File: src/rtl/tetris_game_sequencer_if.sv
// Bus between the Tetris game sequencer and its environment:
// control pulses and map collision flags go in, piece pose and map strobes come out.
interface tetris_game_sequencer_if #(
  parameter int unsigned LINES_W = 16
);
  logic               start;
  logic               tick;
  logic               btn_left;
  logic               btn_right;
  logic               btn_rot;
  logic               btn_drop;
  logic               blk_down;
  logic               blk_left;
  logic               blk_right;
  logic               blk_rot;
  logic               spawn_blocked;
  logic               full_row;
  logic [2:0]         piece_id;
  logic [3:0]         piece_x;
  logic [4:0]         piece_y;
  logic [1:0]         piece_rot;
  logic               commit;
  logic               shift_row;
  logic [LINES_W-1:0] lines;
  logic               game_over;
  logic [3:0]         state;

  // Sequencer side
  modport master (
    input  start, tick, btn_left, btn_right, btn_rot, btn_drop,
    input  blk_down, blk_left, blk_right, blk_rot, spawn_blocked, full_row,
    output piece_id, piece_x, piece_y, piece_rot,
    output commit, shift_row, lines, game_over, state
  );

  // Input/timer logic and map storage side
  modport slave (
    output start, tick, btn_left, btn_right, btn_rot, btn_drop,
    output blk_down, blk_left, blk_right, blk_rot, spawn_blocked, full_row,
    input  piece_id, piece_x, piece_y, piece_rot,
    input  commit, shift_row, lines, game_over, state
  );
endinterface

File: src/rtl/tetris_game_sequencer.sv
// Tetris game sequencer: owns the falling piece pose, applies gravity and player
// moves against map collision flags, and steps each piece through commit,
// row collapse and respawn. Optional macro TETRIS_SEQ_RANDOM_EN selects an
// 8-bit LFSR piece generator instead of the cyclic 0..6 counter.
module tetris_game_sequencer #(
  parameter int unsigned SPAWN_X = 4,
  parameter int unsigned LINES_W = 16
) (
  input logic                     clk,
  input logic                     rst,
  tetris_game_sequencer_if.master bus
);

  localparam int unsigned X_MAX = 9;
  localparam int unsigned Y_MAX = 19;

  typedef enum logic [3:0] {
    IDLE   = 4'd0,
    SPAWN  = 4'd1,
    CHECK  = 4'd2,
    FALL   = 4'd3,
    DROP   = 4'd4,
    LOCK   = 4'd5,
    SETTLE = 4'd6,
    CLEAR  = 4'd7,
    OVER   = 4'd8
  } state_t;

  state_t             state_q, state_d;
  logic [2:0]         id_q, id_d;
  logic [3:0]         x_q, x_d;
  logic [4:0]         y_q, y_d;
  logic [1:0]         rot_q, rot_d;
  logic [LINES_W-1:0] lines_q, lines_d;
  logic [2:0]         gen_id;
  logic               stop_down, stop_left, stop_right;

`ifdef TETRIS_SEQ_RANDOM_EN
  logic [7:0] lfsr_q;

  // Free-running Fibonacci LFSR, x^8+x^6+x^5+x^4+1
  always_ff @(posedge clk or posedge rst) begin
    if (rst) lfsr_q <= 8'h01;
    else     lfsr_q <= {lfsr_q[6:0], lfsr_q[7] ^ lfsr_q[5] ^ lfsr_q[4] ^ lfsr_q[3]};
  end

  assign gen_id = (lfsr_q[2:0] == 3'd7) ? 3'd0 : lfsr_q[2:0];
`else
  logic [2:0] seq_q;

  // Cyclic 0..6 piece counter, advancing once per spawn
  always_ff @(posedge clk or posedge rst) begin
    if (rst)                  seq_q <= 3'd0;
    else if (state_q == SPAWN) seq_q <= (seq_q == 3'd6) ? 3'd0 : seq_q + 3'd1;
  end

  assign gen_id = seq_q;
`endif

  // Wall and floor safeguards on top of the map's collision flags
  assign stop_down  = bus.blk_down  | (y_q == 5'(Y_MAX));
  assign stop_left  = bus.blk_left  | (x_q == 4'd0);
  assign stop_right = bus.blk_right | (x_q == 4'(X_MAX));

  // State and datapath registers
  always_ff @(posedge clk or posedge rst) begin
    if (rst) begin
      state_q <= IDLE;
      id_q    <= 3'd0;
      x_q     <= 4'd0;
      y_q     <= 5'd0;
      rot_q   <= 2'd0;
      lines_q <= '0;
    end else begin
      state_q <= state_d;
      id_q    <= id_d;
      x_q     <= x_d;
      y_q     <= y_d;
      rot_q   <= rot_d;
      lines_q <= lines_d;
    end
  end

  // Next-state and next-pose decode
  always_comb begin
    state_d = state_q;
    id_d    = id_q;
    x_d     = x_q;
    y_d     = y_q;
    rot_d   = rot_q;
    lines_d = lines_q;
    case (state_q)
      IDLE, OVER: begin
        if (bus.start) begin
          lines_d = '0;
          state_d = SPAWN;
        end
      end
      SPAWN: begin
        x_d     = 4'(SPAWN_X);
        y_d     = 5'd0;
        rot_d   = 2'd0;
        id_d    = gen_id;
        state_d = CHECK;
      end
      CHECK:  state_d = bus.spawn_blocked ? OVER : FALL;
      FALL: begin
        if (bus.tick) begin
          if (stop_down) state_d = LOCK;
          else           y_d = y_q + 5'd1;
        end else if (bus.btn_drop) begin
          state_d = DROP;
        end else if (bus.btn_rot) begin
          if (!bus.blk_rot) rot_d = rot_q + 2'd1;
        end else if (bus.btn_left) begin
          if (!stop_left) x_d = x_q - 4'd1;
        end else if (bus.btn_right) begin
          if (!stop_right) x_d = x_q + 4'd1;
        end
      end
      DROP: begin
        if (stop_down) state_d = LOCK;
        else           y_d = y_q + 5'd1;
      end
      LOCK:   state_d = SETTLE;
      SETTLE: state_d = CLEAR;
      CLEAR: begin
        if (bus.full_row) begin
          if (lines_q != '1) lines_d = lines_q + LINES_W'(1);
          state_d = SETTLE;
        end else begin
          state_d = SPAWN;
        end
      end
      default: state_d = IDLE;
    endcase
  end

  assign bus.piece_id  = id_q;
  assign bus.piece_x   = x_q;
  assign bus.piece_y   = y_q;
  assign bus.piece_rot = rot_q;
  assign bus.lines     = lines_q;
  assign bus.state     = state_q;
  assign bus.commit    = (state_q == LOCK);
  assign bus.shift_row = (state_q == CLEAR) & bus.full_row;
  assign bus.game_over = (state_q == OVER);

endmodule
File: src/flat_wrapper.sv
// flat-port wrapper written by rule: the top's interface ports become plain ports
module tetris_game_sequencer_flat 
#(
  parameter int unsigned SPAWN_X = 4,
  parameter int unsigned LINES_W = 16
)
  (clk, rst, bus_start, bus_tick, bus_btn_left, bus_btn_right, bus_btn_rot, bus_btn_drop, bus_blk_down, bus_blk_left, bus_blk_right, bus_blk_rot, bus_spawn_blocked, bus_full_row, bus_piece_id, bus_piece_x, bus_piece_y, bus_piece_rot, bus_commit, bus_shift_row, bus_lines, bus_game_over, bus_state);
  tetris_game_sequencer_if #(.LINES_W(LINES_W)) bus_i ();
  input logic clk;
  input logic rst;
  input wire logic [$bits(bus_i.start)-1:0] bus_start;
  input wire logic [$bits(bus_i.tick)-1:0] bus_tick;
  input wire logic [$bits(bus_i.btn_left)-1:0] bus_btn_left;
  input wire logic [$bits(bus_i.btn_right)-1:0] bus_btn_right;
  input wire logic [$bits(bus_i.btn_rot)-1:0] bus_btn_rot;
  input wire logic [$bits(bus_i.btn_drop)-1:0] bus_btn_drop;
  input wire logic [$bits(bus_i.blk_down)-1:0] bus_blk_down;
  input wire logic [$bits(bus_i.blk_left)-1:0] bus_blk_left;
  input wire logic [$bits(bus_i.blk_right)-1:0] bus_blk_right;
  input wire logic [$bits(bus_i.blk_rot)-1:0] bus_blk_rot;
  input wire logic [$bits(bus_i.spawn_blocked)-1:0] bus_spawn_blocked;
  input wire logic [$bits(bus_i.full_row)-1:0] bus_full_row;
  output wire logic [$bits(bus_i.piece_id)-1:0] bus_piece_id;
  output wire logic [$bits(bus_i.piece_x)-1:0] bus_piece_x;
  output wire logic [$bits(bus_i.piece_y)-1:0] bus_piece_y;
  output wire logic [$bits(bus_i.piece_rot)-1:0] bus_piece_rot;
  output wire logic [$bits(bus_i.commit)-1:0] bus_commit;
  output wire logic [$bits(bus_i.shift_row)-1:0] bus_shift_row;
  output wire logic [$bits(bus_i.lines)-1:0] bus_lines;
  output wire logic [$bits(bus_i.game_over)-1:0] bus_game_over;
  output wire logic [$bits(bus_i.state)-1:0] bus_state;
  assign bus_i.start = bus_start;
  assign bus_i.tick = bus_tick;
  assign bus_i.btn_left = bus_btn_left;
  assign bus_i.btn_right = bus_btn_right;
  assign bus_i.btn_rot = bus_btn_rot;
  assign bus_i.btn_drop = bus_btn_drop;
  assign bus_i.blk_down = bus_blk_down;
  assign bus_i.blk_left = bus_blk_left;
  assign bus_i.blk_right = bus_blk_right;
  assign bus_i.blk_rot = bus_blk_rot;
  assign bus_i.spawn_blocked = bus_spawn_blocked;
  assign bus_i.full_row = bus_full_row;
  assign bus_piece_id = bus_i.piece_id;
  assign bus_piece_x = bus_i.piece_x;
  assign bus_piece_y = bus_i.piece_y;
  assign bus_piece_rot = bus_i.piece_rot;
  assign bus_commit = bus_i.commit;
  assign bus_shift_row = bus_i.shift_row;
  assign bus_lines = bus_i.lines;
  assign bus_game_over = bus_i.game_over;
  assign bus_state = bus_i.state;
  tetris_game_sequencer #(.SPAWN_X(SPAWN_X), .LINES_W(LINES_W)) u_core (.clk(clk), .rst(rst), .bus(bus_i));
endmodule
File: config.mk
export PLATFORM = sky130hd
export DESIGN_NAME = tetris_game_sequencer_flat
export DESIGN_NICKNAME = d
export VERILOG_FILES = /design/src/rtl/tetris_game_sequencer_if.sv /design/src/rtl/tetris_game_sequencer.sv /design/src/flat_wrapper.sv
export SDC_FILE = /design/constraint.sdc
export NUM_CORES = 1
export LEC_CHECK = 0
export CAP_MARGIN = 15
export CORE_MARGIN = 4
export CORE_UTILIZATION = 33
export CTS_CLUSTER_SIZE = 40
export DETAILED_ROUTE_END_ITERATION = 6
export DONT_BUFFER_PORTS = 1
export SETUP_SLACK_MARGIN = 0.4
export SLEW_MARGIN = 20
export SYNTH_ARGS = -nofsm -noshare
export SYNTH_HDL_FRONTEND = slang
export SYNTH_SLANG_ARGS = --single-unit
File: constraint.sdc
create_clock -name clk -period 2.7 [get_ports clk]
set_clock_uncertainty 0.15 [all_clocks]
set_input_delay 0.54 -clock clk [delete_from_list [all_inputs] [get_ports clk]]
set_output_delay 0.54 -clock clk [all_outputs]
set_load 0.02 [all_outputs]
==> results by group, run 1 <==
STA
  – Hold slack: 94.41 ps
  – Crit path time final: 2184 ps
  – Tightest Pin Transition: 527.9 ps
  – Fin crit share: 80.90%
  – RSZ-0062 raised after global routing: true
  – Max-slew violation count: 0
  – Count of final hold-check violations: 0
  – Final worst slack: 515.7 ps
  – Final setup vio count: 0
  – Rel. slew slack: 64.81%
  – Fmax: 0.4578 GHz
  – Final setup TNS: 0 ps

Worst setup path
  – CP max FO: 13
  – CP startpoint: u_core.bus.state[1]
  – Worst r2r src: u_core.bus.state[1]
  – Crit path DAT: 2210 ps
  – CP required: 2720 ps
  – CP Launch Type: flop
  – Crit. End Element: flop
  – Crit Path Category: flop to flop

Clock network
  – Hold-fix buffers, CTS: 0
  – Inserted Clock Buffers: 5
  – H-Tree Depth: 2
  – CTS tree: built
  – CTS Buffer Depth: 2
  – Clk slew on worst S/H paths: 80 ps
  – Clock Sink Count: 37
  – Worst-Skew Late Latency: 300 ps
  – Clock root buffer: clkbuf_8

Place
  – Worst slack at placement: 417.3 ps
  – PortBufs: 0
  – Placed insts: 354
  – Dpl hpwl: 4352 um
  – Post-DP Area: 2542 um^2
  – GP Congestion: 0.8710

Final layout
  – Final instance area: 2730 um^2
  – Commonest non-fill, non-tap cell in the layout: dfrtp_1
  – P&R area growth vs syn: 16.19%
  – Layout Cells excl Fill: 364
  – Antenna diodes: 0
  – Most frequent cells in the layout: dfrtp_1, nand2_1, nor2_1, buf_4, nand3_1
  – Fraction of layout cells with a size suffix above 1: 17.54%
  – Total Nets Final: 286
  – Finished Core Util: 39.75%
  – Fillers: 712

Drt
  – Wire per inst: 16.07 um
  – DR vias: 2035
  – Initial drt markers: 76
  – Drt first pass iters: 4
  – Drc violations: 0
  – Vias/cell: 5.591
  – Total wire length: 5850 um
  – Post-DRT Antenna Nets: 0

Logic synthesis
  – Post-Syn Area: 2350 um^2
  – Sequential area share after synthesis: 39.40%
  – Netlist cell types: 60
  – Post-synth top flop: dfrtp_1
  – Net Count, Synth: 272
  – Yosys warning count: 0
  – Synth top area cells: dfrtp_1, nand2_1, mux2i_1
  – Seq cells post-synth: 37
  – Post-synth EDFFs: 0
  – Async S/R FF share, synth: 100.0%
  – Cell taking the most area after synthesis: dfrtp_1
  – Post-Syn Area per Cell: 9.288 um^2
  – Synth Instances: 253
  – Top-area cell type share of the netlist area: 39.40%

Global routing
  – Antenna violations before repair: 0
  – Grt total ovfl: 0
  – GRT Overall Usage: 14.38%
  – First-pass GRT wire length: 9956 um
  – Vias in the first global route: 1973
  – Pin count of the biggest net entering global routing: 38

Die
  – Die Area: 8534 um^2
  – Die Ht: 92.38 um
  – Initial cell density of the core: 34.21%
  – Core area: 6869 um^2
  – I/O pin count: 51
  – Cell row count: 30
  – DIE WIDTH: 92.38 um

Run status
  – Outcome: finished clean

Pwr
  – Leak pwr: 1.107 nW
  – Power Dens Cells: 825.8 nW/um^2
  – Worst IR Drop VDD: 387.9 uV
  – Tot Pwr: 2.254 mW

Run
  – Max Cap Viol: 0

Hold path
  – Hold crit path type: primary input to async pin
==> worst max-delay path, stage by stage (launching register included) <==
cell and delay, ps:
dfrtp_1 540, buf_4 290, nand4b_1 180, a2111oi_4 440, buf_4 200, nand4_1 110
mux2i_1 140
==> kinds of logic (layout without fill, tap and decap cells) <==
logic type      after synthesis  after routing  synth area share (%)
flops                        37             37                 39.40
compound gates               56             56                 18.32
simple gates                122            122                 29.55
fa+ha+maj                     5              5                 2.982
xor+xnor                      1              1                0.3728
buf+inv                      18             33                 3.195
mux                          14             14                 6.177
==> state kept, by name, summed over array words and instances (netlist names) <==
register              count
u_core.bus.lines         16
u_core.bus.piece_id       3
u_core.bus.piece_rot      2
u_core.bus.piece_x        4
u_core.bus.piece_y        5
u_core.bus.state          4
u_core.gen_id             3
==> layer usage <==
layer  global-route usage (%)  part of all wire [%]
met3                    5.524                   9.5
met4                    3.218                  0.55
met2                    22.72                    46
met1                    18.60                    44
met5                        0                     0
==> timing repair <==
item	CTS	global route
pin swaps	0	3
buffers inserted	0	2
setup endpoints to repair	3	15
resized for setup	5	6
==> final timing paths <==
check                                         end  slack [ps]  cells after the start
setup / recovery            u_core.bus.piece_y[3]         520                      6
hold / removal             u_core.bus.piece_id[1]          90                      2
setup reg to reg            u_core.bus.piece_y[3]         520                      6
hold reg to reg                  u_core.gen_id[1]         370                      1
max in group asynchronous     u_core.bus.state[3]        1940                      2
min in group clk            u_core.bus.piece_y[1]         280                      3
==> Yosys cell counts (all sizes together), types with 4 or more instances <==
library cell,number
and3,4
nand4,7
o21ai,8
nor3b,5
dfrtp,37
or2,9
mux2,4
a21oi,12
mux2i,10
clkbuf,4
buf,4
or4,4
nor3,7
nor2,15
nand3,11
inv,10
ha,4
nand2,31
nor4,5
a211oi,7
==> where the power goes <==
group          internal (mW)  leakage, nW  switching, mW
Clock                  0.367       0.0681          0.212
Sequential             0.658        0.492          0.240
Combinational          0.337        0.547          0.440
Total                   1.36         1.11          0.892
==> cell type report <==
class / instances / area (um^2) / share of cell area (%)
multi-input combinational: 198 / 1395 / 51.10
sequential: 37 / 930.9 / 34.10
tap: 96 / 120.1 / 4.400
timing repair buffer: 15 / 112.6 / 4.125
clock buffer: 5 / 68.82 / 2.521
clock inverter: 3 / 65.06 / 2.383
inverter: 10 / 37.54 / 1.375
(Power assumes the default switching activity.)
==> inputs of run 2 (changes only) <==
==> constraint.sdc (replaced) <==
create_clock -name clk -period 2.2 [get_ports clk]
set_clock_uncertainty 0.15 [all_clocks]
set_input_delay 0.44 -clock clk [delete_from_list [all_inputs] [get_ports clk]]
set_output_delay 0.44 -clock clk [all_outputs]
set_load 0.02 [all_outputs]
==> run 2 against run 1 <==
Net effect: the flow now finishes with violations (negative hold slack); core utilization increased by 14 points; global-route usage up 2.7 points; first-iteration DRC count grew 63%; setup slack got worse by 350 ps; clock-buffer cell count increased by 1; wire length rose by 25%; via count increased by 19%; hold slack worse by 100 ps; combinational power grew 150%; critical path type unchanged; register-to-register slack worse by 350 ps.
==> results by group, run 2 (same netlist as run 1, synthesis figures left out) <==
Run status
  – Outcome: finished, violations left
  – Failing checks: negative hold slack

Die
  – I/O pin count: 51
  – Core area: 6869 um^2
  – DIE WIDTH: 92.38 um
  – Die Ht: 92.38 um
  – Initial cell density of the core: 34.21%
  – Cell row count: 30
  – Die Area: 8534 um^2

Clock network
  – Clock Sink Count: 37
  – H-Tree Depth: 2
  – CTS tree: built
  – CTS Buffer Depth: 2
  – Inserted Clock Buffers: 5
  – Hold-fix buffers, CTS: 0
  – Clk slew on worst S/H paths: 80 ps
  – Clock root buffer: clkbuf_8
  – Worst-Skew Late Latency: 290 ps

Global routing
  – Grt total ovfl: 0
  – Antenna violations before repair: 0
  – First-pass GRT wire length: 11720 um
  – Pin count of the biggest net entering global routing: 38
  – GRT Overall Usage: 17.05%
  – Vias in the first global route: 2373

Place
  – Dpl hpwl: 4738 um
  – Placed insts: 389
  – PortBufs: 0
  – Post-DP Area: 2890 um^2
  – GP Congestion: 0.8779

Final layout
  – Most frequent cells in the layout: buf_4, nand2_1, dfrtp_1
  – Total Nets Final: 362
  – Commonest non-fill, non-tap cell in the layout: buf_4
  – Max reg flops: 16
  – P&R area growth vs syn: 55.91%
  – Antenna diodes: 0
  – Final instance area: 3664 um^2
  – Fraction of layout cells with a size suffix above 1: 50.00%
  – Layout Cells excl Fill: 440

Drt
  – Initial drt markers: 124
  – Drc violations: 0
  – Post-DRT Antenna Nets: 0
  – Vias/cell: 5.518
  – Wire per inst: 16.64 um
  – DR vias: 2428
  – Total wire length: 7321 um
  – Drt first pass iters: 4

Pwr
  – Cell Int Power: 2.203 mW
  – Clock network fraction of total power: 17.7%
  – Logic gate share of total power: 54.9%
  – Power Dens Cells: 964.2 nW/um^2
  – Worst IR Drop VDD: 431.8 uV
  – Switching Share: 37.63%
  – Leak pwr: 1.550 nW
  – Sequential power share: 27.4%
  – Switching pwr: 1.329 mW

Worst setup path
  – CP required: 2210 ps
  – Worst path buffer plus inverter count: 1
  – Critical path's top delay family: compound AO/OA/AOI/OAI gates
  – CP Launch Type: flop
  – Crit Path Category: flop to flop
  – Crit path DAT: 2050 ps
  – Crit-path max cell delay: 430 ps
  – Critical path's slowest cell: dfrtp_2
  – Crit. End Element: flop
  – CP max FO: 8
  – CP Cell Sequence: buf_6, or3b_4, a21o_1, o31a_1, a221o_1

Run
  – Max Cap Viol: 0

STA
  – Max-slew violation count: 0
  – RSZ-0062 raised after global routing: true
  – Count of final hold-check violations: 5
  – Hold slack: -6.731 ps
  – Final setup TNS: 0 ps
  – Tightest Pin Transition: 489.2 ps
  – Rel. slew slack: 67.39%
  – Fmax: 0.4920 GHz
  – Fin crit share: 92.38%
  – Crit path time final: 2032 ps
  – Final setup vio count: 0

Hold path
  – Hold crit path type: primary input to async pin
run 2: cell types whose count changed in the layout (fill, tap and decap cells not counted), moves of 4 or more:
cell / before / now
dfrtp_1: 33 / 27
o21ai_0: 8 / 4
a211oi_1: 7 / 2
buf_4: 15 / 71
a211oi_2: 0 / 4
dfrtp_2: 4 / 10
buf_6: 0 / 15
run 2: layout make-up:
type                       count  area, um^2
clock inverter                 2       37.54
fill                         602        3206
timing repair buffer          90       772.0
multi-input combinational    199        1675
clock buffer                   6       82.58
inverter                      10       37.54
tap                           96       120.1
sequential                    37       938.4
run 2: path summary, 6_finish.rpt:
check	start	end	slack [ps]	cells past startpoint
setup reg to reg	u_core.bus.state[2]	u_core.bus.piece_x[3]	170	5
setup / recovery	u_core.bus.state[2]	u_core.bus.piece_x[3]	170	5
max in group asynchronous	rst	u_core.bus.lines[1]	1520	2
hold reg to reg	u_core.gen_id[1]	u_core.gen_id[1]	380	1
min in group clk	bus_spawn_blocked	u_core.bus.state[3]	180	2
hold / removal	rst	u_core.bus.piece_id[1]	-7	2
run 2: layer usage:
layer | up-vias | routed length (um) | GRT usage [%]
met5 | - | 0 | 0
met4 | 0 | 125 | 4.455
met3 | 13 | 674 | 5.849
met2 | 94 | 3555 | 28.22
met1 | 1186 | 2965 | 21.20
li1 | 1135 | - | -
run 2: power by group through the flow:
| stage | Clock [mW] | Sequential, mW | Combinational, mW |
|---|---|---|---|
| 3_5_place_dp | 0 | 0.974 | 1.28 |
| 5_1_grt | 0.681 | 0.993 | 2.09 |
| 3_3_place_gp | 0 | 0.970 | 1.26 |
| 2_1_floorplan | 0 | 1.08 | 0.788 |
| 6_report | 0.627 | 0.967 | 1.94 |
| 4_1_cts | 0.637 | 0.956 | 1.77 |
run 2: through the flow:
stage,setup slack [ps],power (mW),util (%)
after floorplan,183.3,1.868,-
after global placement,-255.7,2.230,41.95
after detailed placement,59.63,2.256,42.08
after CTS,178.8,3.362,50.82
after global routing,122.4,3.769,53.33
final,167.6,3.532,53.33
run 2: what timing repair did:
item,in CTS,in global routing
setup buffers,35,7
gates resized for setup,46,26
pin swaps,25,15
endpoints found under the setup margin,37,37
gates cloned,1,0
